$ cat src/rtl/clause_false_tracker_if.sv
// clause_false_tracker_if: comparator-to-tracker beat channel.
//   in_valid   : beat valid (master -> slave)
//   in_ready   : tracker can accept a beat (slave -> master)
//   in_bitmask : falsified-literal mask, bit c*NUM_VARS_PER_CLAUSE+l is
//                literal l of slice-local clause c (master -> slave)
interface clause_false_tracker_if #(
  parameter int NUM_VARS_PER_CLAUSE   = 3,
  parameter int NUM_CLAUSES_PER_CYCLE = 16
);
  logic                                                 in_valid;
  logic                                                 in_ready;
  logic [NUM_VARS_PER_CLAUSE*NUM_CLAUSES_PER_CYCLE-1:0] in_bitmask;

  modport master (output in_valid, output in_bitmask, input in_ready);
  modport slave  (input in_valid, input in_bitmask, output in_ready);
endinterface

$ cat src/rtl/clause_false_tracker.sv
// clause_false_tracker: accumulates per-clause falsified-literal masks from
// comparator beats (one memory slice per beat), sweeps all slices for one
// assignment, then reports the lowest conflicting clause and the lowest unit
// clause.
// Ports:
//   clk, reset   : clock, synchronous active-high reset
//   clear        : zero all clause masks and results, return to IDLE
//   start        : begin a sweep (IDLE only)
//   in_if        : beat channel (in_valid / in_ready / in_bitmask)
//   busy         : sweep in progress
//   done         : one-cycle pulse, report valid
//   conflict, conflict_id        : lowest clause with every literal false
//   unit_found, unit_id, unit_lit: lowest clause with exactly one literal
//                                  not false, and that literal's position
// Build option: define CLAUSE_FALSE_TRACKER_UNIT_EN to enable unit
// detection; otherwise unit_found/unit_id/unit_lit are tied to 0.
module clause_false_tracker #(
  parameter int NUM_CLAUSES           = 64,
  parameter int NUM_CLAUSES_PER_CYCLE = 16,
  parameter int NUM_VARS_PER_CLAUSE   = 3,
  parameter int CLAUSE_ID_BITS        = $clog2(NUM_CLAUSES)
) (
  input  logic                      clk,
  input  logic                      reset,
  input  logic                      clear,
  input  logic                      start,
  clause_false_tracker_if.slave     in_if,
  output logic                      busy,
  output logic                      done,
  output logic                      conflict,
  output logic [CLAUSE_ID_BITS-1:0] conflict_id,
  output logic                      unit_found,
  output logic [CLAUSE_ID_BITS-1:0] unit_id,
  output logic [1:0]                unit_lit
);

  localparam int NUM_SLICES = NUM_CLAUSES / NUM_CLAUSES_PER_CYCLE;
  localparam int SLICE_BITS = (NUM_SLICES > 1) ? $clog2(NUM_SLICES) : 1;
  localparam int P          = NUM_CLAUSES_PER_CYCLE;
  localparam int NV         = NUM_VARS_PER_CLAUSE;

  typedef logic [P-1:0][NV-1:0] slice_t;
  typedef enum logic [1:0] {IDLE, SWEEP, REPORT} state_t;

  state_t                  state, state_n;
  slice_t                  masks [NUM_SLICES];
  logic [SLICE_BITS-1:0]   slice_cnt;
  slice_t                  beat, upd;
  logic                    accept, wipe, last;
  logic [CLAUSE_ID_BITS-1:0] slice_base;
  logic                    slc_conf;
  logic [CLAUSE_ID_BITS-1:0] slc_conf_id;

  assign beat       = in_if.in_bitmask;
  assign upd        = masks[slice_cnt] | beat;
  assign last       = (slice_cnt == SLICE_BITS'(NUM_SLICES - 1));
  assign accept     = (state == SWEEP) && in_if.in_valid;
  assign wipe       = clear || ((state == IDLE) && start);
  assign slice_base = CLAUSE_ID_BITS'(32'(slice_cnt) * P);

  always_comb begin
    state_n        = state;
    in_if.in_ready = 1'b0;
    busy           = 1'b0;
    done           = 1'b0;
    unique case (state)
      IDLE:   if (start) state_n = SWEEP;
      SWEEP: begin
        in_if.in_ready = 1'b1;
        busy           = 1'b1;
        if (in_if.in_valid && last) state_n = REPORT;
      end
      REPORT: begin
        done    = 1'b1;
        state_n = IDLE;
      end
      default: state_n = IDLE;
    endcase
    if (clear) state_n = IDLE;
  end

  // Lowest conflicting clause within the slice being updated this cycle.
  always_comb begin
    slc_conf    = 1'b0;
    slc_conf_id = '0;
    for (int unsigned c = 0; c < P; c++) begin
      if (!slc_conf && (&upd[c])) begin
        slc_conf    = 1'b1;
        slc_conf_id = slice_base + CLAUSE_ID_BITS'(c);
      end
    end
  end

  always_ff @(posedge clk) begin
    if (reset) begin
      state       <= IDLE;
      masks       <= '{default: '0};
      slice_cnt   <= '0;
      conflict    <= 1'b0;
      conflict_id <= '0;
    end else begin
      state <= state_n;
      if (clear) begin
        masks       <= '{default: '0};
        slice_cnt   <= '0;
        conflict    <= 1'b0;
        conflict_id <= '0;
      end else if (wipe) begin
        slice_cnt   <= '0;
        conflict    <= 1'b0;
        conflict_id <= '0;
      end else if (accept) begin
        masks[slice_cnt] <= upd;
        slice_cnt        <= last ? '0 : slice_cnt + 1'b1;
        // Slices arrive in ascending order, so the first hit is the lowest.
        if (!conflict && slc_conf) begin
          conflict    <= 1'b1;
          conflict_id <= slc_conf_id;
        end
      end
    end
  end

`ifdef CLAUSE_FALSE_TRACKER_UNIT_EN
  logic                      slc_unit;
  logic [CLAUSE_ID_BITS-1:0] slc_unit_id;
  logic [1:0]                slc_unit_lit;
  int unsigned               pc;
  logic [1:0]                zl;

  // A unit clause has popcount NV-1; zl captures its single clear bit.
  always_comb begin
    slc_unit     = 1'b0;
    slc_unit_id  = '0;
    slc_unit_lit = '0;
    pc           = 0;
    zl           = '0;
    for (int unsigned c = 0; c < P; c++) begin
      pc = 0;
      zl = '0;
      for (int unsigned l = 0; l < NV; l++) begin
        if (upd[c][l]) pc = pc + 1;
        else           zl = 2'(l);
      end
      if (!slc_unit && (pc == NV - 1)) begin
        slc_unit     = 1'b1;
        slc_unit_id  = slice_base + CLAUSE_ID_BITS'(c);
        slc_unit_lit = zl;
      end
    end
  end

  always_ff @(posedge clk) begin
    if (reset || wipe) begin
      unit_found <= 1'b0;
      unit_id    <= '0;
      unit_lit   <= '0;
    end else if (accept && !unit_found && slc_unit) begin
      unit_found <= 1'b1;
      unit_id    <= slc_unit_id;
      unit_lit   <= slc_unit_lit;
    end
  end
`else
  assign unit_found = 1'b0;
  assign unit_id    = '0;
  assign unit_lit   = '0;
`endif

endmodule
$ cat src/flat_wrapper.sv
// flat-port wrapper written by rule: the top's interface ports become plain ports
module clause_false_tracker_flat 
#(
  parameter int NUM_CLAUSES           = 64,
  parameter int NUM_CLAUSES_PER_CYCLE = 16,
  parameter int NUM_VARS_PER_CLAUSE   = 3,
  parameter int CLAUSE_ID_BITS        = $clog2(NUM_CLAUSES)
)
  (clk, reset, clear, start, busy, done, conflict, conflict_id, unit_found, unit_id, unit_lit, in_if_in_valid, in_if_in_bitmask, in_if_in_ready);
  clause_false_tracker_if #(.NUM_VARS_PER_CLAUSE(NUM_VARS_PER_CLAUSE), .NUM_CLAUSES_PER_CYCLE(NUM_CLAUSES_PER_CYCLE)) in_if_i ();
  input  logic clk;
  input  logic reset;
  input  logic clear;
  input  logic start;
  output logic busy;
  output logic done;
  output logic conflict;
  output logic [CLAUSE_ID_BITS-1:0] conflict_id;
  output logic unit_found;
  output logic [CLAUSE_ID_BITS-1:0] unit_id;
  output logic [1:0] unit_lit;
  input wire logic [$bits(in_if_i.in_valid)-1:0] in_if_in_valid;
  input wire logic [$bits(in_if_i.in_bitmask)-1:0] in_if_in_bitmask;
  output wire logic [$bits(in_if_i.in_ready)-1:0] in_if_in_ready;
  assign in_if_i.in_valid = in_if_in_valid;
  assign in_if_i.in_bitmask = in_if_in_bitmask;
  assign in_if_in_ready = in_if_i.in_ready;
  clause_false_tracker #(.NUM_CLAUSES(NUM_CLAUSES), .NUM_CLAUSES_PER_CYCLE(NUM_CLAUSES_PER_CYCLE), .NUM_VARS_PER_CLAUSE(NUM_VARS_PER_CLAUSE), .CLAUSE_ID_BITS(CLAUSE_ID_BITS)) u_core (.clk(clk), .reset(reset), .clear(clear), .start(start), .in_if(in_if_i), .busy(busy), .done(done), .conflict(conflict), .conflict_id(conflict_id), .unit_found(unit_found), .unit_id(unit_id), .unit_lit(unit_lit));
endmodule
$ cat config.mk
export PLATFORM = sky130hd
export DESIGN_NAME = clause_false_tracker_flat
export DESIGN_NICKNAME = d
export VERILOG_FILES = /design/src/rtl/clause_false_tracker_if.sv /design/src/rtl/clause_false_tracker.sv /design/src/flat_wrapper.sv
export SDC_FILE = /design/constraint.sdc
export NUM_CORES = 1
export LEC_CHECK = 0
export ABC_AREA = 0
export CORE_ASPECT_RATIO = 1.4
export CORE_MARGIN = 2
export CORE_UTILIZATION = 58
export DETAILED_ROUTE_END_ITERATION = 8
export GPL_ROUTABILITY_DRIVEN = 0
export PLACE_DENSITY = 0.8
export SLEW_MARGIN = 20
export SYNTH_ARGS = -nofsm -noshare
export SYNTH_HDL_FRONTEND = slang
export SYNTH_SLANG_ARGS = --single-unit
export TNS_END_PERCENT = 5
$ cat constraint.sdc
create_clock -name clk -period 2.7 [get_ports clk]
set_input_delay 0.675 -clock clk [delete_from_list [all_inputs] [get_ports clk]]
set_output_delay 0.675 -clock clk [all_outputs]
set_load 0.1 [all_outputs]
==> metrics.txt, run 1 <==
status=complete, no violations; Static Leakage=0.00353 uW; ys flop type=dfxtp_1; largest cells by area after synthesis=dfxtp_1 45%, a211oi_1 10%, nor2_1 8.6%; initial antenna violation count=0; Setup crit end kind=flip-flop; Final #Nets=1078; Worst Max-Slew Pin Slew=517 ps; die height=151 um; chip width=109 um; Async SR Flop Fraction=0%; Mapped Area=0.00894 mm^2; post-route ant nets=0; Final Cycle Share=94.8%; maximum clock frequency=391 MHz; final setup fails=0; Total Neg Setup Slack=0 ps; DP Area=0.00999 mm^2; Slew headroom=65.5%; Die ar.=0.0164 mm^2; WP data arrival=2940 ps; post-synthesis sequential area ratio=45.4%; post-synth cell types=49; CTS tree=yes; global-route wire length before repair=34200 um; postcts setup bufs=0; Non-Filler Cell Area, Final=0.0106 mm^2; Worst EP required=3080 ps; syn_area_per_cell=9.36 um^2; CTS buffer count=19; Residual DRC=0; placed insts=1192; NetSw=1400 uW; vias in the first global route=7067; commonest non-fill, non-tap cell in the layout=dfxtp_1; Ports=72; max_cap viols=0; Crit Path Max Fanout=18; Routed WL=20700 um; routed length per instance=16.9 um; Post-CTS Hold Fix Bufs=0; 1st-iter DRT viols=451; Net Sw Frac=23.2%; DR vias/cell=5.82; CORE AREA=0.0151 mm^2; fillers=1113; Worst VDD drop=0.493 mV; Syn Inst Count=956; cell taking the most area after synthesis=dfxtp_1; aggregate global routing overflow=0; Final Hold Slack=451 ps; Final Max Slew Viols=0; Combinational Power Share=7.6%; CTS H-tree depth=1; P&R area growth vs syn=18.4%; startpoint types=flip-flop; post-synthesis register bit count=203; root cell of the clock tree=clkbuf_16; Tmin final=2560 ps; vias=7119; TritonCTS Sinks=203; PwrDens=570 mW/mm^2; number of synthesized flops with an enable pin=0; Final Hold Vio Count=0; Syn. warnings=0; drt pass-1 iters=5; layout cells sized above 1=18.1%; antenna cells=0; Post-DP HPWL=13600 um; Internal Pwr Total=4640 uW; clk_skew=10.7 ps; top-area cell type share of the netlist area=45.4%; non-filler cells, final=1224; Reg clk slew, reported paths=70 ps; WS Path Type=reg -> reg; Clock Path Buffers=3; GRT Total Usage=26.0%; clk_lat worst skew=490 ps; worst hold path class=reg -> reg; RSZ-0062 raised after global routing=false; Flop pwr share=49.8%; PortBufs=62; most frequent cells in the layout=201 x dfxtp_1, 200 x nor2_1, 121 x a211oi_1; Starting Density=59.4%; clock network power share=42.6%; largest net degree at the start of global routing=118; standard-cell rows=53
## power groups by stage
| stage | sequential [uW] | combinational (uW) | clock [uW] |
|---|---|---|---|
| after floorplan | 3080 | 279 | 0 |
| after global placement | 3070 | 454 | 0 |
| after detailed placement | 3070 | 454 | 0 |
| after CTS | 3000 | 458 | 2600 |
| after global routing | 3000 | 492 | 2740 |
| final | 3010 | 461 | 2570 |
## critical path, stage by stage, from the launching register on
cell and delay [ps]:
dfxtp_4 460, buf_4 320, mux4_2 340, or2_2 340, o211ai_2 120, nor3b_4 340
a41oi_4 220, o221a_1 290
## final timing paths
check | from | end | slack, ps | depth (start not counted)
max | u_core.slice_cnt[0] | u_core.conflict_id[0] | 140 | 7
min | u_core.masks[108] | u_core.masks[108] | 450 | 2
max reg2reg | u_core.slice_cnt[0] | u_core.conflict_id[0] | 140 | 7
min reg2reg | u_core.masks[108] | u_core.masks[108] | 450 | 2
## routing by layer
layer / vias to the layer above / GRT usage (%) / routed length, um
met1: 3411 / 32.0 / 8350
met3: 35 / 3.49 / 934
met5: - / 0 / 0
li1: 3512 / - / -
met4: 0 / 10.1 / 523
met2: 161 / 45.7 / 10900
## cells in the mapped netlist, types with 3 or more instances
cell,n
buf_4,13
clkbuf_1,60
nand2_1,105
nor2_1,204
mux4_1,15
o22ai_1,5
a21oi_1,81
dfxtp_1,203
mux4_2,27
nor3_1,12
and2b_2,3
o21ai_0,4
nor3_2,5
ha_1,4
or2_2,14
a211oi_1,121
and2_1,3
mux2i_1,12
nor2_2,12
inv_1,3
clkbuf_8,3
nor2b_1,7
a22o_2,5
nand3_1,4
## final cells by class
type	instances	area, um^2	area share (%)
clock inverters	5	25.0	0.236
well taps	192	240	2.27
inverters	3	11.3	0.106
repair buffers	119	1200	11.3
flip-flops and latches	203	4070	38.4
clock buffers	27	566	5.34
multi-input cells	675	4480	42.3
## state kept, by name, indices dropped and copies added (netlist names)
| signal | flops |
|---|---|
| u_core.state | 2 |
| u_core.slice_cnt | 2 |
| u_core.masks | 192 |
| u_core.conflict_id | 6 |
| u_core.conflict | 1 |
## timing repair
item,4_1_cts,5_1_grt
resized for setup,0,5
endpoints found under the hold margin,0,0
setup endpoints to repair,0,6
## kinds of logic after synthesis
group	count (synthesis)	share of synthesized area [%]
other cells	1	0.0419
compound gates	228	17.4
simple gates	380	18.8
buf+inv	86	5.18
flops	203	45.4
fa+ha+maj	4	0.560
mux	54	12.5
## stage by stage
step                      setup slack (ps)  total power [uW]  utilization [%]
after floorplan                        192              3360                -
after global placement                49.9              3530             66.3
after detailed placement             -2.63              3530             66.3
after CTS                             69.8              6060             70.3
after global routing                  8.77              6230             70.4
final                                  140              6040             70.4
No activity file was read; power rests on OpenSTA's default activity.
==> run 2, diff against run 1 <==
ABC_CLOCK_PERIOD_IN_PS = 2700   (was unset)
CTS_CLUSTER_SIZE = 14   (was unset)
==> run 2 against run 1 <==
Against the previous run: core utilization is 1.2 points higher; critical path type unchanged; wire length increased by 3.5%; largest cell class unchanged; sequential share of layout area decreased by 0.63 points; cell area is 1.7% higher.
==> metrics.txt, run 2 (synthesis results as in run 1) <==
status=complete, no violations; layout cells sized above 1=18.4% (+0.32 points); Static Leakage=0.00361 uW (+2.2%); CTS H-tree depth=1 (unchanged); Die ar.=0.0164 mm^2 (unchanged); commonest non-fill, non-tap cell in the layout=dfxtp_1; global-route wire length before repair=34900 um (+2.0%); registers with the most flip-flops=u_core.masks (192), u_core.conflict_id (6); chip width=109 um (unchanged); Crit path largest cell delay=500 ps (+40 ps); crit path buf inv count=1 (unchanged); Setup crit end kind=flip-flop; standard-cell rows=53 (unchanged); vias=7222 (+1.4%); PwrDens=613 mW/mm^2 (+7.5%); Tmin final=2580 ps (+19.7 ps); reg2reg start=u_core.slice_cnt[1]; GRT Total Usage=26.5% (+0.48 points); FF-to-FF End=u_core.conflict_id[0]; Final Max Slew Viols=0 (unchanged); Largest Register=u_core.masks; routed length per instance=17.4 um (+3.2%); Reg clk slew, reported paths=60 ps (about the same); Total Neg Setup Slack=0 ps (unchanged); initial antenna violation count=0 (unchanged); Worst path depth=7 (unchanged); placed insts=1192 (unchanged); vias in the first global route=7246 (+2.5%); Residual DRC=0 (unchanged); maximum clock frequency=388 MHz (-0.76%); largest net degree at the start of global routing=118 (unchanged); slowest library cell on the worst path=mux4_2; Final Cycle Share=95.6% (+0.73 points); CTS tree=yes; non-filler cells, final=1228 (+0.33%); antenna cells=0 (unchanged); drt pass-1 iters=5 (unchanged); Worst Setup SP=u_core.slice_cnt[1]; worst slack at placement=-2.63 ps (unchanged); Routed WL=21400 um (+3.5%); Post-DP HPWL=13600 um (unchanged); Worst VDD drop=0.569 mV (+16%); die height=151 um (unchanged); CORE AREA=0.0151 mm^2 (unchanged); postcts setup bufs=0 (unchanged); WP data arrival=2960 ps (+20 ps); DR vias/cell=5.88 (+1.1%); Crit Path Max Fanout=10 (-8); clk_lat worst skew=490 ps (about the same); crit-path cells=buf_4 -> mux4_2 -> or2_2 -> o211ai_2 -> nor3b_4 -> a41oi_4 -> o221a_1; Post-CTS Hold Fix Bufs=0 (unchanged); PortBufs=62 (unchanged); Clock Path Buffers=3 (unchanged); Final #Nets=1079 (+0.093%); 1st-iter DRT viols=433 (-4.0%); Slew headroom=65.5% (about the same); post-route ant nets=0 (unchanged); root cell of the clock tree=clkbuf_16; most frequent cells in the layout=201 x dfxtp_1, 199 x nor2_1, 121 x a211oi_1; Worst Max-Slew Pin Slew=518 ps (+0.674 ps); final setup fails=0 (unchanged); WS Path Type=reg -> reg; worst hold path class=reg -> reg; max_cap viols=0 (unchanged); TritonCTS Sinks=203 (unchanged); aggregate global routing overflow=0 (unchanged); startpoint types=flip-flop; RSZ-0062 raised after global routing=false; total power=6600 uW (+9.3%); Reg2Reg Depth=7 (unchanged); r2r setup slk=120 ps (-20 ps); Crit path max-delay family=simple AND/OR/NAND/NOR gates; Worst EP required=3080 ps (about the same); CTS buffer count=20 (+1); Starting Density=59.4% (unchanged); Ports=72 (unchanged); Final Hold Vio Count=0 (unchanged); clk_skew=7.99 ps (-2.73 ps); crit path to=u_core.conflict_id[0]; final core occ=71.5% (+1.2 points); P&R area growth vs syn=20.4%; final worst slack=120 ps (-19.7 ps); max reg flops=192 (unchanged)
[run 2: where the power goes]
part	internal [uW]	switching, uW
combinational	184	280
clock	1980	1150
sequential	3000	5.28
total	5170	1430
[run 2: worst min-delay path by stage]
stage / start / to / depth (start not counted)
5_1_grt: u_core.masks[9] / u_core.masks[9] / 2
3_3_place_gp: u_core.masks[99] / u_core.masks[99] / 2
3_5_place_dp: u_core.masks[108] / u_core.masks[108] / 2
4_1_cts: u_core.masks[108] / u_core.masks[108] / 2
2_1_floorplan: u_core.masks[51] / u_core.masks[51] / 2
6_report: u_core.masks[112] / u_core.masks[112] / 2
[run 2: what timing repair did]
| action | in CTS | in global routing |
|---|---|---|
| resized for setup | 0 | 7 |
| hold endpoints to repair | 0 | 0 |
| endpoints found under the setup margin | 0 | 6 |
[run 2: area by class of cell]
class                   count  area [um^2]
clock buffers              33          672
clock inverters             3         90.1
fillers                  1086         4280
inverters                   3         11.3
multi-input cells         675         4480
flip-flops and latches    203         4070
well taps                 192          240
repair buffers            119         1200
[run 2: routing by layer]
metal / track usage, % / up-vias / wire length (um)
met1: 31.5 / 3476 / 8460
met3: 3.06 / 56 / 909
met5: 0 / - / 0
li1: - / 3510 / -
met4: 11.4 / 0 / 754
met2: 47.5 / 180 / 11300
[run 2: metrics by stage]
step           instance area [um^2]  hold WS, ps
6_report                      10800          451
5_1_grt                       10800          466
4_1_cts                       10700          453
3_5_place_dp                   9990          444
3_3_place_gp                   9990          437
2_1_floorplan                  8980          432
[run 2: worst register-to-register path, delay by kind of cell (launching register included)]
| family | cells | cell delay [ps] |
|---|---|---|
| flip-flops | 1 | 400 |
| multiplexers | 1 | 510 |
| AO/OA/AOI/OAI | 3 | 640 |
| AND/OR/NAND/NOR | 2 | 680 |
| buffers and inverters | 1 | 250 |
